File: config.mk
export PLATFORM = sky130hd
export DESIGN_NAME = timer_prog_multimode
export DESIGN_NICKNAME = d
export VERILOG_FILES = /design/src/rtl/timer_prog_multimode.sv
export SDC_FILE = /design/constraint.sdc
export NUM_CORES = 1
export LEC_CHECK = 0
export CAP_MARGIN = 20
export CORE_MARGIN = 2
export CORE_UTILIZATION = 32
export CTS_BUF_LIST = sky130_fd_sc_hd__clkbuf_16
export DETAILED_ROUTE_END_ITERATION = 8
export SLEW_MARGIN = 20
export SYNTH_ARGS = -nofsm -noshare
export SYNTH_HDL_FRONTEND = slang
export SYNTH_SLANG_ARGS = --single-unit
File: constraint.sdc
create_clock -name clk -period 3 [get_ports clk]
set_clock_uncertainty 0.05 [all_clocks]
set_input_delay 0.3 -clock clk [delete_from_list [all_inputs] [get_ports clk]]
set_output_delay 0.3 -clock clk [all_outputs]
set_load 0.1 [all_outputs]
File: src/rtl/timer_prog_multimode.sv
// timer_prog_multimode: programmable terminal-count timer with a prescaler,
// one-shot and periodic modes, start/stop control, busy status and a visible count.
// Optional build macro TIMER_IRQ_STICKY_EN adds irq_clr/irq, a sticky event flag
// that is set by every saturation pulse.
module timer_prog_multimode #(
    parameter int unsigned N = 16,
    parameter int unsigned P = 8
) (
    input  logic         clk,
    input  logic         reset_n,
    input  logic         enable,
    input  logic         start,
    input  logic         stop,
    input  logic         periodic,
    input  logic [N-1:0] saturation_value,
    input  logic [P-1:0] prescale,
    output logic [N-1:0] count,
    output logic         busy,
    output logic         saturation
`ifdef TIMER_IRQ_STICKY_EN
    ,
    input  logic         irq_clr,
    output logic         irq
`endif
);

    typedef enum logic {
        IDLE = 1'b0,
        RUN  = 1'b1
    } state_t;

    state_t       state;
    logic [P-1:0] pcnt;
    logic [N-1:0] s_q;
    logic [P-1:0] d_q;
    logic         mode_q;

    logic tick_c;
    logic wrap_c;

    // Tick when the prescaler reaches its terminal value. A wrap is a tick
    // at the terminal count that no stop or start request overrides.
    assign tick_c = (state == RUN) && enable && (pcnt == d_q);
    assign wrap_c = tick_c && (count == s_q) && !stop && !start;

    // Control state, prescaler, counter and registered outputs.
    always_ff @(posedge clk) begin
        if (!reset_n) begin
            state      <= IDLE;
            count      <= '0;
            pcnt       <= '0;
            busy       <= 1'b0;
            saturation <= 1'b0;
            s_q        <= '0;
            d_q        <= '0;
            mode_q     <= 1'b0;
        end else begin
            saturation <= 1'b0;
            if (stop) begin
                state <= IDLE;
                count <= '0;
                pcnt  <= '0;
                busy  <= 1'b0;
            end else if (start) begin
                state  <= RUN;
                count  <= '0;
                pcnt   <= '0;
                busy   <= 1'b1;
                s_q    <= saturation_value;
                d_q    <= prescale;
                mode_q <= periodic;
            end else if (state == RUN && enable) begin
                if (tick_c) begin
                    pcnt <= '0;
                    if (wrap_c) begin
                        count      <= '0;
                        saturation <= 1'b1;
                        if (mode_q) begin
                            s_q <= saturation_value;
                        end else begin
                            state <= IDLE;
                            busy  <= 1'b0;
                        end
                    end else begin
                        count <= count + N'(1);
                    end
                end else begin
                    pcnt <= pcnt + P'(1);
                end
            end
        end
    end

`ifdef TIMER_IRQ_STICKY_EN
    // Sticky event flag: set wins over a coincident clear so no event is lost.
    always_ff @(posedge clk) begin
        if (!reset_n) begin
            irq <= 1'b0;
        end else if (wrap_c) begin
            irq <= 1'b1;
        end else if (irq_clr) begin
            irq <= 1'b0;
        end
    end
`endif

endmodule

======== Word-level counts from Yosys, hierarchy flattened ========
Index checks and enable logic that the tools add are counted.
word-level totals
  register bits after elaboration ......... 51
  word-level logic and storage cells ...... 47
operators by class
  $add $sub $neg .......................... 2
  eq/ne operators ......................... 3
  mux-type cells .......................... 13
  bitwise gates (word level) .............. 4
  reduce and logical (&&, ||, !) cells .... 18
operators by type and width
  kind                                            number
  two-way mux 16 bit                              6
  adder 16 x 1 -> 16 bit (second input constant)  1
  == test 16 bit                                  1
  adder 8 x 1 -> 8 bit (second input constant)    1
  == test 8 bit                                   1
  two-way mux 8 bit                               1
  nonzero test 2 bit                              4
  two-way mux 1 bit                               6
  logical AND 1 bit                               5
  AND reduction 5 bit                             1
  OR reduction 5 bit                              1
  inverter 1 bit                                  4
  AND reduction 2 bit                             2
  AND reduction 4 bit                             1
  OR reduction 3 bit                              1
  zero test 1 bit                                 2
  != test 2 bit (second input constant)           1
  OR reduction 2 bit                              1

======== Longest topological paths before layout ========
Gate-level depths: netlist of the first run.
  depth in word-level cells ............... 9
  mapped depth ............................ 8
  depth with buffers taken out ............ 5

======== Least setup slack after synthesis of the first run ========
OpenSTA, ideal clock, no wires.
  path type ............................... flip-flop to flip-flop
  start ................................... register count[2]
  end ..................................... register s_q[12]
  arrival time ............................ 2689 ps
  data required time ...................... 2855 ps
  slack ................................... 166 ps
  cell stages (with the launch flop) ...... 9
  buffers on the path ..................... 3
  period minus slack after synthesis ...... 2834 ps
  cells stage by stage .................... dfxtp_1 clkbuf_1 xnor2_1 nand4_1 or4b_1 or2_1 buf_6 buf_6 o311ai_1
between the ends
  cells in the longest elaborated chain, start to end .. 6
ends and longest elaborated chain
  element                         RTL line  text
  start: declaration              17        output logic [N-1:0] count,
  start signal: assignment        85        count <= count + N'(1);
  == test 16 bit                  44        assign wrap_c = tick_c && (count == s_q) && !stop && !start;
  logical AND 1 bit (3 in a row)  44
  nonzero test 2 bit (no line)    n/a
  AND reduction 5 bit (no line)   n/a
  end signal: assignment          69        s_q <= saturation_value;
  end signal: assignment          79        s_q <= saturation_value;
  end: declaration                34        logic [N-1:0] s_q;
Every way passes these cells.
A chain may end at the register's enable or synchronous reset.

======== Final worst setup path of the first run ========
  start ................................... register pcnt[5]
  end ..................................... register s_q[0]
between the ends
  cells in the longest elaborated chain, start to end .. 7
  elaborated cells on any way between the ends .. 8
  those cells by class .................... 1 x eq/ne; 7 x reduce/logical
ends and longest elaborated chain
  element                            RTL line  text
  start: declaration                 33        logic [P-1:0] pcnt;
  start signal: assignment           88        pcnt <= pcnt + P'(1);
  == test 8 bit (*)                  43        assign tick_c = (state == RUN) && enable && (pcnt == d_q);
  logical AND 1 bit (*)              43
  logical AND 1 bit (3 in a row)     44
  nonzero test 2 bit (no line)       n/a
  AND reduction 5 bit (no line) (*)  n/a
Every way passes the cells marked *; elsewhere a longest branch is shown, timed or not.

==> impl_metrics.tcl, run 1 <==
set metrics [dict create \
    vias 2566 \
    setup_tns_ns 0 \
    place.detailed.hpwl_um 5030 \
    chipHeight_um 97.3 \
    rsz0062_at_grt "no" \
    min_period_over_period 0.822 \
    critPathTopFamily "simple AND/OR/NAND/NOR gates" \
    synth_compound_area_frac 0.220 \
    syn_inst 334 \
    yosys.area_share.simple 0.251 \
    synth_area_mm2 0.00279 \
    final_nets 402 \
    clk_pin_slew_ns 0.07 \
    slew_viol_final 0 \
    fmax_mhz 405 \
    syn2layout_area_growth_pct 23.7 \
    postCtsHoldBufs 0 \
    clock_latency_ns 0.28 \
    gp_congestion 0.841 \
    clockRootBuffer "clkbuf_16" \
    synth_mux_area_frac 0 \
    cts_sinks 51 \
    die-area_mm2 0.00947 \
    fin_crit_ns 2.47 \
    arrival_ns 2.59 \
    setup_viol 0 \
    antenna_cells 0 \
    antenna_found_initial 0 \
    maxSlewHeadroom 0.538 \
    drc_errors 0 \
    coreArea_mm2 0.00859 \
    drtAntennaViolNets 0 \
    synth_seq_cells 51 \
    fp-row-count 34 \
    synth_top_family_by_area "simple AND/OR/NAND/NOR gates" \
    postCtsSetupBuffers 0 \
    drv_cap 0 \
    htree_levels 2 \
    hp-class "reg -> reg" \
    p_leak_uw 0.00117 \
    cp_cell_sequence "xnor2_1 > nand3_1 > or4_1 > or2_1 > o311ai_0" \
    io_buffers 47 \
    end_kind "flip-flop" \
    firstDrtPassIters 4 \
    pin_count 48 \
    initial_core_util 0.324 \
    p_per_area_mw_per_mm2 454 \
    syn_avg_cell_area_um2 8.35 \
    worstMarginPinSlew_ns 0.693 \
    cp_max_fo 18 \
    vias_per_cell 5.36 \
    die_w_um 97.3 \
    cts_tree "done" \
    start_kind "flip-flop" \
    mappedNetlistNets 366 \
    clockBufferDepth 2 \
    final_common_cell "dfxtp_1" \
    grt_first_pass_wirelength_um 11400 \
    grt_pass1_vias 2227 \
    outcome "completed" \
    grt_overflow 0 \
    cts_inserted_buffers 5 \
    drt-initial-drc-count 136 \
    wl_um 7020 \
    grt_max_degree 42 \
    slowest_delay_ns 0.61 \
    irDropWorstVdd_mv 0.228 \
    synth_xor_area_frac 0.107 \
    critical_path_required_ns 3.12 \
    ys_seq_area_frac 0.366 \
    critical_path_class "reg -> reg" \
    synthAdderAreaFrac 0.00898 \
    grt_use_total 0.144 \
    cp_num_buf_inv 0 \
    drive_gt1_frac 0.0970 \
    final_cell_mix "dfxtp_1 (51), nand2_1 (47), xnor2_1 (29), clkdlybuf4s50_1 (29), buf_4 (26)" \
    ys_types 37 \
    power_uw 1570 \
    yosysWarningCount 0 \
    hold_viol_final 0 \
    reg2reg_slack_ns 0.53 \
    cp_slowest_cell "or4_1" \
    post_drt_wl_per_cell_um 14.7 \
    postCtsResizedCells 0 \
]
-- power breakdown --
part	internal, uW	leakage [uW]	switching (uW)
sequential	711	0.000416	25.2
combinational	110	0.000676	99.5
clock	389	0.0000812	233
-- worst paths after layout --
| check | from | to | depth (start not counted) |
|---|---|---|---|
| setup / recovery | pcnt[5]$_SDFFE_PP0P_ | s_q[0]$_SDFFE_PN0P_ | 5 |
| hold / removal | d_q[4]$_SDFFE_PN0P_ | d_q[4]$_SDFFE_PN0P_ | 2 |
| setup reg to reg | pcnt[5]$_SDFFE_PP0P_ | s_q[0]$_SDFFE_PN0P_ | 5 |
| hold reg to reg | d_q[4]$_SDFFE_PN0P_ | d_q[4]$_SDFFE_PN0P_ | 2 |
-- cell usage after synthesis --
cell type	instances	area [um^2]
or3_1	6	37.5
or4b_1	1	10.0
nor2_1	13	48.8
and4_1	2	17.5
and3_1	17	106
xor2_1	5	43.8
or4_1	6	45.0
and2_1	2	12.5
a211oi_1	8	60.1
o31ai_1	6	45.0
dfxtp_1	51	1020
buf_1	3	11.3
or2_1	1	6.26
o21a_1	1	7.51
o311ai_1	15	131
or4_4	1	11.3
nor2b_1	3	18.8
o211a_1	1	10.0
buf_6	3	33.8
nand4_1	10	62.6
inv_1	2	7.51
nor4_1	4	25.0
nand2b_1	3	18.8
xnor2_1	29	254
buf_2	3	15.0
nand3_1	10	50.1
nand4_2	1	12.5
a21boi_0	9	67.6
a21oi_1	4	20.0
a2bb2oi_1	16	140
nand2_1	47	176
ha_1	2	25.0
nor3_1	8	40.0
o21ai_0	22	110
clkbuf_1	17	63.8
o311ai_0	1	8.76
a211oi_2	1	12.5
-- metal layers --
layer  global-route usage  vias to the layer above  wire, um
met5                    0                        -         0
met4               0.0288                        0         0
met3               0.0201                        0       312
met2                0.224                       71      3330
met1                0.215                     1190      3380
li1                     -                     1305         -
-- registers in the layout, summed over array words and instances (netlist names) --
name and flops:
count 16, d_q 8, mode_q 1, pcnt 8, s_q 16, saturation 1, state 1
-- worst reg2reg max path, cell delays in order (launching register included) --
cell	delay (ns)
dfxtp_1	0.44
xnor2_1	0.15
nand3_1	0.24
or4_1	0.61
or2_1	0.48
o311ai_0	0.39
-- area by class of cell --
cell class | count | area [um^2]
fill | 881 | 5140
multi-input combinational | 255 | 1640
sequential | 51 | 1020
timing repair buffer | 55 | 485
tap | 108 | 135
clock buffer | 5 | 125
clock inverter | 3 | 38.8
inverter | 2 | 7.51
-- through the flow --
stage	cell area (um^2)	instances	utilization	setup WS (ns)	hold slack (ns)
floorplan	2790	334	-	0.166	0.395
global placement	3280	471	0.382	0.333	0.417
detailed placement	3280	471	0.382	0.292	0.421
finish	3450	479	0.401	0.534	0.428
CTS	3450	479	0.401	0.537	0.431
global route	3450	479	0.401	0.311	0.457
-- kinds of logic after synthesis --
kind of cell,Yosys count
AND/OR/NAND/NOR,135
AO/OA/AOI/OAI,84
XOR/XNOR,34
adder cells (fa/ha/maj),2
flip-flops,51
buffers and inverters,28
Note: power is estimated with default switching activity, not from simulation.
==> inputs of run 2 (changes only) <==
- clock period: 3 -> 2.6 ns (I/O delays scaled with it)
==> run 2 against run 1 <==
Against the previous run: fmax up 5.0%; die area unchanged; sequential share of layout area down 0.11 points.
==> impl_metrics.tcl, run 2 (synthesis gave the netlist of run 1 again) <==
set metrics [dict create \
    outcome "completed" \
    p_sw_frac 0.251 \
    antenna_cells 0 \
    grt_pass1_vias 2413 \
    p_seq_frac 0.487 \
    postCtsSetupBuffers 0 \
    irDropWorstVdd_mv 0.254 \
    p_clk_frac 0.371 \
    drc_errors 0 \
    grt_use_total 0.152 \
    cts_sinks 51 \
    postCtsHoldBufs 0 \
    clockBufferDepth 2 \
    cp-startpoint "pcnt[0]$_SDFFE_PP0P_" \
    clk_pin_slew_ns 0.07 \
    antenna_found_initial 0 \
    chipHeight_um 97.3 \
    critical_path_class "reg -> reg" \
    drive_gt1_frac 0.157 \
    postPlaceCellArea_mm2 0.00338 \
    grt_first_pass_wirelength_um 12100 \
    fin_crit_ns 2.35 \
    syn2layout_area_growth_pct 26.1 \
    cts_tree "done" \
    grt_overflow 0 \
    pin_count 48 \
    cts_inserted_buffers 5 \
    cp_max_fo 7 \
    slew_viol_final 0 \
    initial_core_util 0.324 \
    p_leak_uw 0.00122 \
    maxSlewHeadroom 0.519 \
    drtAntennaViolNets 0 \
    p_sw_uw 438 \
    final_area_mm2 0.00352 \
    p_per_area_mw_per_mm2 496 \
    vias_per_cell 5.29 \
    rsz0062_at_grt "no" \
    final_common_cell "nand2_1" \
    p_comb_frac 0.143 \
    min_from "d_q[3]$_SDFFE_PN0P_" \
    firstDrtPassIters 4 \
    setup_viol 0 \
    final_nets 412 \
    wl_um 7170 \
    coreArea_mm2 0.00859 \
    cp_slowest_cell "or4_4" \
    critical_path_required_ns 2.75 \
    gp_congestion 0.812 \
    arrival_ns 2.50 \
    postCtsResizedCells 0 \
    clockRootBuffer "clkbuf_16" \
    fill_cells 877 \
    min_period_over_period 0.903 \
    end_kind "flip-flop" \
    clock_latency_ns 0.29 \
    postLayoutSetupSlackWorst_ns 0.252 \
    fmax_mhz 426 \
    reg_top3 "count x16, s_q x16" \
    io_buffers 47 \
    setup_tns_ns 0 \
    rr_startpoint "pcnt[0]$_SDFFE_PP0P_" \
    hold_viol_final 0 \
    cellInternalPower_uw 1300 \
    grt_max_degree 42 \
    die_w_um 97.3 \
    post_drt_wl_per_cell_um 14.7 \
    hp-class "reg -> reg" \
    start_kind "flip-flop" \
    htree_levels 2 \
    worstMarginPinSlew_ns 0.721 \
    slowest_delay_ns 0.63 \
    final_cell_mix "nand2_1 (47), dfxtp_1 (38), buf_4 (36)" \
    drv_cap 0 \
    die-area_mm2 0.00947 \
    power_uw 1740 \
    place.detailed.hpwl_um 5080 \
    drt-initial-drc-count 104 \
    fp-row-count 34 \
    pre_cts_slack_ns 0.00500 \
    cp_cell_sequence "xnor2_1 > nand4_2 > or4_4 > or4_1 > a211oi_2" \
    vias 2587 \
]
## run 2: final cells by class
cell class              instances  area [um^2]  share of cell area
clock buffers                   5          125              0.0356
clock inverters                 3         15.0             0.00427
inverters                       2         7.51             0.00214
multi-input cells             255         1640               0.465
flip-flops and latches         51         1040               0.295
well taps                     108          135              0.0384
repair buffers                 65          561               0.159
## run 2: power groups by stage
stage	logic [uW]	registers (uW)	clock network, uW
2_1_floorplan	154	862	0
3_3_place_gp	245	865	0
3_5_place_dp	249	865	0
4_1_cts	250	848	653
5_1_grt	274	852	679
6_report	249	848	646
## run 2: worst paths after layout
kind                            slack [ns]  cells after the start                endpoint
worst min-delay path                  0.43                      2     d_q[3]$_SDFFE_PN0P_
worst min register to register        0.43                      2     d_q[3]$_SDFFE_PN0P_
worst max register to register        0.25                      5  count[11]$_SDFFE_PP0N_
worst max-delay path                  0.25                      5  count[11]$_SDFFE_PP0N_
## run 2: routing by layer
layer | wire length (um) | part of all wire | track usage
met1 | 3640 | 0.51 | 0.224
met2 | 3250 | 0.45 | 0.238
met3 | 193 | 0.027 | 0.0165
met4 | 84 | 0.012 | 0.0417
met5 | 0 | 0 | 0
## run 2: worst max-delay path, delay by kind of cell (launching register included)
family / cells / cell delay, ns
AO/OA/AOI/OAI: 1 / 0.22
AND/OR/NAND/NOR: 3 / 1.39
flip-flops: 1 / 0.44
XOR/XNOR: 1 / 0.16
## run 2: metrics by stage
stage	hold slack, ns	utilization	std cells
global placement	0.417	0.393	481
floorplan	0.355	-	334
global route	0.446	0.409	489
CTS	0.434	0.409	489
detailed placement	0.425	0.393	481
finish	0.430	0.409	489
==> inputs of run 3 (changes only) <==
- CTS_CLUSTER_DIAMETER: unset -> 150
- SKIP_LAST_GASP: unset -> 1
==> results of run 3 <==
Same layout as run 2: the final DEF is identical, and so are final timing and power.
